<file path="src/rtl/eth_pkg.sv">
// Shared Ethernet TX definitions: arbiter state encoding, source indices and
// the default inter-frame gap, reused by the arp, icmp and cmos2eth senders.
package eth_pkg;

    typedef enum logic [2:0] {
        ST_IDLE  = 3'd0,
        ST_GRANT = 3'd1,
        ST_SEND  = 3'd2,
        ST_DRAIN = 3'd3,
        ST_IFG   = 3'd4
    } tx_state_t;

    localparam logic [1:0] SRC_ARP  = 2'd0;
    localparam logic [1:0] SRC_ICMP = 2'd1;
    localparam logic [1:0] SRC_CAM1 = 2'd2;
    localparam logic [1:0] SRC_CAM2 = 2'd3;

    localparam int IFG_DEFAULT = 12;

    function automatic logic [3:0] src_onehot(input logic [1:0] idx);
        return 4'b0001 << idx;
    endfunction

endpackage

</file>
<file path="src/rtl/tx_rr_select.sv">
// Combinational TX winner: ARP beats ICMP beats the camera pair, and the two
// camera streams share their slot round-robin via the registered pointer.
module tx_rr_select
    import eth_pkg::*;
(
    input  logic [3:0] req,
    input  logic       prefer_cam2,
    output logic       valid,
    output logic [1:0] winner
);

    always_comb begin
        valid  = |req;
        winner = SRC_ARP;
        if (req[SRC_ARP]) begin
            winner = SRC_ARP;
        end else if (req[SRC_ICMP]) begin
            winner = SRC_ICMP;
        end else if (req[SRC_CAM1] && req[SRC_CAM2]) begin
            winner = prefer_cam2 ? SRC_CAM2 : SRC_CAM1;
        end else if (req[SRC_CAM1]) begin
            winner = SRC_CAM1;
        end else if (req[SRC_CAM2]) begin
            winner = SRC_CAM2;
        end
    end

endmodule

</file>
<file path="src/rtl/gmii_tx_arbiter.sv">
// Merges four GMII TX sources onto one output: grants one frame at a time,
// forwards it with one cycle of latency and enforces the inter-frame gap.
module gmii_tx_arbiter
    import eth_pkg::*;
#(
    parameter int IFG_CYCLES  = IFG_DEFAULT,
    parameter int GNT_TIMEOUT = 64,
    parameter int MAX_FRAME   = 2000
) (
    input  logic        eth_clk,
    input  logic        rst_n,
    input  logic [3:0]  src_req,
    input  logic [3:0]  src_txctl,
    input  logic [31:0] src_txd,
    output logic [3:0]  src_gnt,
    output logic        gmii_eth_txctl,
    output logic [7:0]  gmii_eth_txd,
    output logic        busy,
    output logic [1:0]  cur_src,
    output logic        err_timeout,
    output logic        err_overrun
);

    localparam logic [15:0] GNT_LAST = 16'(GNT_TIMEOUT - 1);
    localparam logic [15:0] IFG_LAST = 16'(IFG_CYCLES - 1);
    localparam logic [10:0] LEN_MAX  = 11'(MAX_FRAME);

    // Handshake: a source holds src_req high until its frame is done; once
    // src_gnt is seen it raises src_txctl within GNT_TIMEOUT cycles and keeps
    // it high for the whole frame; the first low txctl ends the frame.
    tx_state_t   state, state_n;
    logic [3:0]  gnt_n;
    logic [1:0]  cur_n;
    logic        txctl_n;
    logic [7:0]  txd_n;
    logic        err_t_n, err_o_n;
    logic [10:0] len_cnt, len_n;
    logic [15:0] tmr_cnt, tmr_n;
    logic        rr_cam2, rr_n;

    logic        sel_valid;
    logic [1:0]  sel_winner;
    logic [4:0]  byte_lsb;
    logic        cur_txctl;
    logic [7:0]  cur_txd;

    tx_rr_select u_select (
        .req         (src_req),
        .prefer_cam2 (rr_cam2),
        .valid       (sel_valid),
        .winner      (sel_winner)
    );

    assign byte_lsb  = {cur_src, 3'b000};
    assign cur_txctl = src_txctl[cur_src];
    assign cur_txd   = src_txd[byte_lsb +: 8];
    assign busy      = (state != ST_IDLE);

    always_ff @(posedge eth_clk or negedge rst_n) begin
        if (!rst_n) begin
            state          <= ST_IDLE;
            src_gnt        <= 4'b0000;
            cur_src        <= SRC_ARP;
            gmii_eth_txctl <= 1'b0;
            gmii_eth_txd   <= 8'h00;
            err_timeout    <= 1'b0;
            err_overrun    <= 1'b0;
            len_cnt        <= 11'd0;
            tmr_cnt        <= 16'd0;
            rr_cam2        <= 1'b0;
        end else begin
            state          <= state_n;
            src_gnt        <= gnt_n;
            cur_src        <= cur_n;
            gmii_eth_txctl <= txctl_n;
            gmii_eth_txd   <= txd_n;
            err_timeout    <= err_t_n;
            err_overrun    <= err_o_n;
            len_cnt        <= len_n;
            tmr_cnt        <= tmr_n;
            rr_cam2        <= rr_n;
        end
    end

    always_comb begin
        state_n = state;
        gnt_n   = src_gnt;
        cur_n   = cur_src;
        txctl_n = 1'b0;
        txd_n   = 8'h00;
        err_t_n = 1'b0;
        err_o_n = 1'b0;
        len_n   = len_cnt;
        tmr_n   = tmr_cnt;
        rr_n    = rr_cam2;
        case (state)
            ST_IDLE: begin
                len_n = 11'd0;
                tmr_n = 16'd0;
                if (sel_valid) begin
                    gnt_n   = src_onehot(sel_winner);
                    cur_n   = sel_winner;
                    state_n = ST_GRANT;
                    // Point the camera slot at the stream not just served.
                    if (sel_winner == SRC_CAM1) begin
                        rr_n = 1'b1;
                    end else if (sel_winner == SRC_CAM2) begin
                        rr_n = 1'b0;
                    end
                end
            end
            ST_GRANT: begin
                if (!src_req[cur_src]) begin
                    gnt_n   = 4'b0000;
                    tmr_n   = 16'd0;
                    state_n = ST_IFG;
                end else if (cur_txctl) begin
                    txctl_n = 1'b1;
                    txd_n   = cur_txd;
                    len_n   = 11'd1;
                    state_n = ST_SEND;
                end else if (tmr_cnt == GNT_LAST) begin
                    gnt_n   = 4'b0000;
                    err_t_n = 1'b1;
                    tmr_n   = 16'd0;
                    state_n = ST_IFG;
                end else begin
                    tmr_n = tmr_cnt + 16'd1;
                end
            end
            ST_SEND: begin
                if (!cur_txctl) begin
                    gnt_n   = 4'b0000;
                    tmr_n   = 16'd0;
                    state_n = ST_IFG;
                end else if (len_cnt == LEN_MAX) begin
                    gnt_n   = 4'b0000;
                    err_o_n = 1'b1;
                    state_n = ST_DRAIN;
                end else begin
                    txctl_n = 1'b1;
                    txd_n   = cur_txd;
                    len_n   = len_cnt + 11'd1;
                end
            end
            ST_DRAIN: begin
                // Swallow the rest of a truncated frame before the gap starts.
                if (!cur_txctl) begin
                    tmr_n   = 16'd0;
                    state_n = ST_IFG;
                end
            end
            ST_IFG: begin
                if (tmr_cnt == IFG_LAST) begin
                    tmr_n   = 16'd0;
                    state_n = ST_IDLE;
                end else begin
                    tmr_n = tmr_cnt + 16'd1;
                end
            end
            default: begin
                gnt_n   = 4'b0000;
                state_n = ST_IDLE;
            end
        endcase
    end

endmodule

</file>
<file path="config.mk">
export PLATFORM = sky130hd
export DESIGN_NAME = gmii_tx_arbiter
export DESIGN_NICKNAME = d
export VERILOG_FILES = /design/src/rtl/eth_pkg.sv /design/src/rtl/tx_rr_select.sv /design/src/rtl/gmii_tx_arbiter.sv
export SDC_FILE = /design/constraint.sdc
export NUM_CORES = 1
export LEC_CHECK = 0
export BUFFER_PORTS_ARGS = -buffer_cell sky130_fd_sc_hd__clkbuf_2
export CAP_MARGIN = 20
export CORE_UTILIZATION = 54
export CTS_CLUSTER_SIZE = 24
export DETAILED_ROUTE_END_ITERATION = 16
export PLACE_DENSITY_LB_ADDON = 0.25
export SKIP_CTS_REPAIR_TIMING = 1
export SLEW_MARGIN = 10
export SYNTH_ARGS = -nofsm -noshare
export SYNTH_HDL_FRONTEND = slang
export SYNTH_SLANG_ARGS = --single-unit
</file>
<file path="constraint.sdc">
create_clock -name eth_clk -period 2.6 [get_ports eth_clk]
set_clock_uncertainty 0.05 [all_clocks]
set_input_delay 0.13 -clock eth_clk [delete_from_list [all_inputs] [get_ports eth_clk]]
set_output_delay 0.13 -clock eth_clk [all_outputs]
set_load 0.05 [all_outputs]
</file>
==> reports/metrics.yaml, run 1 <==
antennaDiodeCount: 0
grt_antenna_before_repair: 0
drc_errors: 0
synth_nets: 337
numCtsBuffers: 5
synthArstFlopShare_pct: 100
via_per_inst: 5.94
path_class: "reg -> reg"
grt_max_degree: 49
hold_path.class: "in -> reg"
clockRootBuffer: "clkbuf_8"
fp.dieW_um: 73.6
dp.final_hpwl_um: 4680
path_max_fanout: 11
path_buf_inv: 0
numClockSinks: 48
crit_path_max_incr_delay_ps: 570
final_util_pct: 69.2
num-fill-cells: 395
p_leak_nw: 1.53
die_area_um2: 5410
grt_pass1_wl_um: 10700
crit_path_start_kind: "flip-flop"
row_count: 25
irDropWorstVdd_mv: 0.573
finalMaxSlewViolations: 0
post-place-cells: 417
wl_per_cell_um: 15.2
setup_viol: 0
synthDistinctLibCells: 48
drive_gt1_share_pct: 26.9
drt_iter0_drc: 182
netlist_area_um2: 2770
syn_inst: 292
final_nets: 404
fp.dieH_um: 73.6
synth.top_cell.area_share_pct: 43.4
cp-end-kind: "flip-flop"
path_cells: "or4b_4, o32ai_4, nand2_1, nand2_2, a21oi_1, o21ai_0"
grt_overflow_total: 0
ys_ff_latch: 48
slew_headroom_pct: 58.2
rsz0062_at_grt: "no"
num_vias: 2538
h-tree-depth: 2
firstDrtPassIters: 4
clockBufferDepth: 2
arrival_ps: 2430
synth_top_flop_cell: "dfrtp_1"
max_freq_mhz: 440
portBuffers: 59
ant_nets: 0
power.density_nw_per_um2: 984
core-area_um2: 4820
syn2layout_area_growth_pct: 20.4
fin_cells: 427
clock_latency_ps: 300
ios: 60
min_period_ps: 2270
tns_ps: 0
maxCapViolCount: 0
outcome: "completed"
wl_um: 6480
grt_pass1_vias: 2432
fin_crit_sh_pct: 87.4
slowest_stage: "or4b_4"
synth.avg_cell_area_um2: 9.47
globalplace.congestion: 0.864
synth_warnings: 0
worstMarginPinSlew_ps: 621
grt_usage_pct: 25.8
synth-seq-area-share_pct: 43.4
final_hold_viol_count: 0
cts.reportedPaths.clkPinSlew_ps: 90
synth_edf_count: 0
required_ps: 2760
cts_tree: "done"
yosys.area.top_type: "dfrtp_1"
initial_core_util_pct: 57.4
crit_family: "simple AND/OR/NAND/NOR gates"
synth_area_leaders: "dfrtp_1 (43%), mux4_2 (7.3%), o21ai_0 (5.4%)"
-- cells by family (layout without fill, tap and decap cells) --
group / Yosys count / count (layout) / synth area share, %
AOI/OAI and AO/OA: 82 / 82 / 18.5
muxes: 14 / 14 / 9.23
DFF: 48 / 48 / 43.4
adders and majority gates: 3 / 3 / 1.36
and+or+nand+nor: 124 / 124 / 24.1
buffers and inverters: 21 / 89 / 3.44
-- per-stage QoR --
step	setup slack, ps	hold WS [ps]	area (µm²)	total power, mW
2_1_floorplan	294	-216	2770	2.14
6_report	328	108	3330	3.28
5_1_grt	158	129	3330	3.48
3_5_place_dp	316	210	3160	2.52
4_1_cts	281	-108	3310	3.27
3_3_place_gp	401	211	3160	2.49
-- cells in the final DEF (no fill, tap or decap), types with 3 or more instances in the layout --
master	count
nand3_1	10
clkbuf_2	59
nand4_1	5
buf_4	9
o21bai_1	3
nand2b_1	7
inv_1	12
o31ai_1	3
mux4_2	9
clkbuf_8	5
a21oi_1	27
dfrtp_1	48
nor2b_1	10
o21ai_0	30
nand2_1	22
or3_1	8
bufinv_16	3
nor3_1	6
a22o_1	3
and4_1	3
ha_1	3
and3_1	10
mux2i_1	3
nor4_1	5
nor2_1	27
-- area by class of cell --
class / instances / area, µm² / share of cell area (%)
tap: 67 / 83.8 / 2.52
clock buffer: 5 / 68.8 / 2.07
multi-input combinational: 223 / 1470 / 44.1
timing repair buffer: 69 / 373 / 11.2
sequential: 48 / 1200 / 36.0
inverter: 12 / 45.0 / 1.35
clock inverter: 3 / 90.1 / 2.70
-- synth_stat cells (2+ instances only) --
library cell,number
a21oi_1,27
a22o_1,3
a31oi_1,2
and3_1,10
and4_1,3
buf_2,4
clkbuf_1,3
dfrtp_1,48
ha_1,3
inv_1,12
mux2_2,2
mux2i_1,3
mux4_2,9
nand2_1,22
nand2b_1,7
nand3_1,10
nand4_1,5
nor2_1,27
nor2b_1,10
nor3_1,6
nor4_1,5
o21ai_0,30
o21ai_1,2
o21bai_1,3
o22ai_1,2
o31ai_1,3
o41ai_1,2
or2_2,2
or3_1,8
-- state kept, by name (all words and copies together), names as in the netlist --
register,count
err_timeout,1
tmr_cnt,16
cur_src,2
src_gnt,4
state,3
rr_cam2,1
gmii_eth_txctl,1
err_overrun,1
len_cnt,11
gmii_eth_txd,8
-- per-layer routing --
| layer | routed length, µm | track usage, % | part of all wire [%] |
|---|---|---|---|
| met5 | 0 | 0 | 0 |
| met4 | 70 | 8.12 | 1.1 |
| met3 | 271 | 6.04 | 4.2 |
| met2 | 3430 | 45.3 | 53 |
| met1 | 2710 | 31.3 | 42 |
-- report_power, final --
| group | total [mW] | switching [mW] | internal [mW] |
|---|---|---|---|
| Sequential | 0.979 | 0.123 | 0.856 |
| Clock | 0.731 | 0.251 | 0.481 |
| Combinational | 1.57 | 0.965 | 0.602 |
| Total | 3.28 | 1.34 | 1.94 |
-- path summary, 6_finish.rpt --
path / from / endpoint / slack, ps / cells after the start
worst max-delay path: state[2] / tmr_cnt[15] / 330 / 6
worst min-delay path: src_req[1] / src_gnt[1] / 110 / 2
worst max register to register: state[2] / tmr_cnt[15] / 330 / 6
worst min register to register: src_gnt[0] / src_gnt[0] / 430 / 2
max in group asynchronous: rst_n / state[1] / 1670 / 3
min in group asynchronous: rst_n / tmr_cnt[5] / 410 / 3
Power figures use the tool's default switching activity.
==> inputs of run 2 (changes only) <==
CORE_UTILIZATION = 26   (was 54)
GPL_ROUTABILITY_DRIVEN = 1   (was unset)
GPL_TIMING_DRIVEN = 0   (was unset)
==> run 2 against run 1 <==
Effect of this change:
- critical path depth grew 1
- non-clock buffer count unchanged
- cell count up 16%
- design area increased by 0.94%
- clock-buffer cell count unchanged
- utilization down 37 points
- first-iteration DRC count shrank 59%
- total power fell by 6.7%
- sequential power fell by 3.9%
- wire length up 1.5%
- critical endpoint is now len_cnt[0]
- largest power group unchanged
==> reports/metrics.yaml, run 2 (synthesis gave the netlist of run 1 again) <==
outcome: "completed"
final_cell_mix: "clkbuf_2 (58), dfrtp_1 (48), o21ai_0 (30)"
irDropWorstVdd_mv: 0.350  # -39%
dp.final_hpwl_um: 4840  # +3.6%
path_buf_inv: 2  # +2
cts_tree: "done"
via_per_inst: 4.91  # -17%
min_from: "src_req[1]"
globalplace.congestion: 0.756  # -12%
required_ps: 2740  # -20 ps
grt_pass1_vias: 2362  # -2.9%
setup_viol: 0  # unchanged
power_frac_comb_pct: 51.1  # +3.3 points
cts.reportedPaths.clkPinSlew_ps: 90  # about the same
crit_path_start_kind: "flip-flop"
p_leak_nw: 1.49  # -2.4%
path_cells: "buf_4, mux2i_1, o22ai_1, and2_1, o21bai_1, buf_2, o21ai_0"
row_count: 37  # +48%
grt_overflow_total: 0  # unchanged
clkPwrFrac_pct: 18.1  # -4.2 points
path_max_fanout: 10  # -1
grt_pass1_wl_um: 11300  # +5.2%
rrSetupSlack_ps: 260  # -70 ps
initial_core_util_pct: 26.8  # -31 points
crit_path_max_incr_delay_ps: 440  # -130 ps
cp-end-kind: "flip-flop"
die_area_um2: 11100  # +100%
slowest_stage: "dfrtp_1"
num_vias: 2433  # -4.1%
arrival_ps: 2480  # +50 ps
grt_antenna_before_repair: 0  # unchanged
fin_crit_sh_pct: 90.0  # +2.6 points
core-area_um2: 10300  # +110%
hold_path.class: "in -> reg"
r2r-start: "cur_src[0]"
drc_errors: 0  # unchanged
switching_share_pct: 44.0  # +3.1 points
crit_family: "compound AO/OA/AOI/OAI gates"
internal_power_mw: 1.71  # -12%
drive_gt1_share_pct: 26.7  # -0.28 points
maxCapViolCount: 0  # unchanged
num-fill-cells: 1097  # +180%
numClockSinks: 48  # unchanged
final_nets: 404  # unchanged
final_hold_viol_count: 0  # unchanged
wl_per_cell_um: 13.3  # -13%
wl_um: 6570  # +1.5%
switching_power_mw: 1.35  # +0.48%
numCtsBuffers: 5  # unchanged
place_ws_ps: 63.8  # -252 ps
final_common_cell: "clkbuf_2"
fp.dieH_um: 105  # +43%
final_util_pct: 32.6  # -37 points
clockBufferDepth: 2  # unchanged
fin_ws_ps: 260  # -68.4 ps
path_class: "reg -> reg"
finalMaxSlewViolations: 0  # unchanged
top_register: "tmr_cnt"
syn2layout_area_growth_pct: 21.6
portBuffers: 59  # unchanged
max_freq_mhz: 427  # -2.9%
top_regs: "tmr_cnt (16), len_cnt (11), gmii_eth_txd (8)"
pwr-share-seq_pct: 30.8  # +0.9 points
setup.worst_path.start: "cur_src[0]"
largest_reg_flops: 16  # unchanged
rsz0062_at_grt: "no"
power.density_nw_per_um2: 909  # -7.6%
antennaDiodeCount: 0  # unchanged
drt_iter0_drc: 75  # -59%
worstMarginPinSlew_ps: 685  # +64.0 ps
ios: 60  # unchanged
grt_usage_pct: 12.6  # -13 points
ant_nets: 0  # unchanged
grt_max_degree: 49  # unchanged
clockRootBuffer: "clkbuf_8"
clock_latency_ps: 310  # about the same
firstDrtPassIters: 4  # unchanged
slew_headroom_pct: 53.9  # -4.4 points
h-tree-depth: 2  # unchanged
min_period_ps: 2340  # +68.4 ps
fp.dieW_um: 105  # +43%
==> run 2: cell types whose count changed in the layout (fill, tap and decap cells not counted), moves of 2 or more <==
cell       previous run  this run
clkbuf_1              0         3
buf_2                 0         4
buf_4                 9         1
bufinv_16             3         1
==> run 2: final cells by class <==
class | instances | area, µm² | share of cell area [%]
Sequential cell | 48 | 1200 | 35.7
Multi-Input combinational cell | 223 | 1480 | 43.9
Buffer | 9 | 50.0 | 1.49
Timing Repair Buffer | 60 | 308 | 9.15
Inverter | 12 | 45.0 | 1.34
Clock inverter | 3 | 42.5 | 1.26
Tap cell | 136 | 170 | 5.06
Clock buffer | 5 | 68.8 | 2.05
==> run 2: through the flow <==
step	hold WS, ps	setup TNS, ps	std cells	instance area, µm²	power [mW]
final	109	0	496	3360	3.06
after global routing	119	0	496	3360	3.32
after CTS	-149	0	495	3350	3.09
after detailed placement	193	0	487	3230	2.53
after global placement	413	-5.01	487	3230	2.52
after floorplan	-216	0	292	2770	2.14
==> run 2: layer usage <==
layer | global-route usage, % | vias to the layer above | wire length, µm
met5 | 0 | - | 0
met4 | 3.62 | 0 | 85
met3 | 2.56 | 9 | 176
met2 | 20.9 | 33 | 3130
met1 | 16.6 | 1181 | 3180
li1 | - | 1210 | -
==> run 2: final timing paths <==
kind / end / cells past startpoint
worst max-delay path: len_cnt[0] / 7
worst min-delay path: src_gnt[1] / 2
worst max register to register: len_cnt[0] / 7
worst min register to register: src_gnt[0] / 2
max in group asynchronous: gmii_eth_txd[7] / 2
min in group asynchronous: tmr_cnt[11] / 2
==> run 2: power by group through the flow <==
| stage | Clock, mW | Sequential [mW] | Combinational [mW] |
|---|---|---|---|
| 5_1_grt | 0.600 | 0.962 | 1.76 |
| 2_1_floorplan | 0 | 1.14 | 1.01 |
| 4_1_cts | 0.572 | 0.943 | 1.57 |
| 3_5_place_dp | 0 | 0.959 | 1.57 |
| 3_3_place_gp | 0 | 0.957 | 1.57 |
| 6_report | 0.552 | 0.941 | 1.56 |
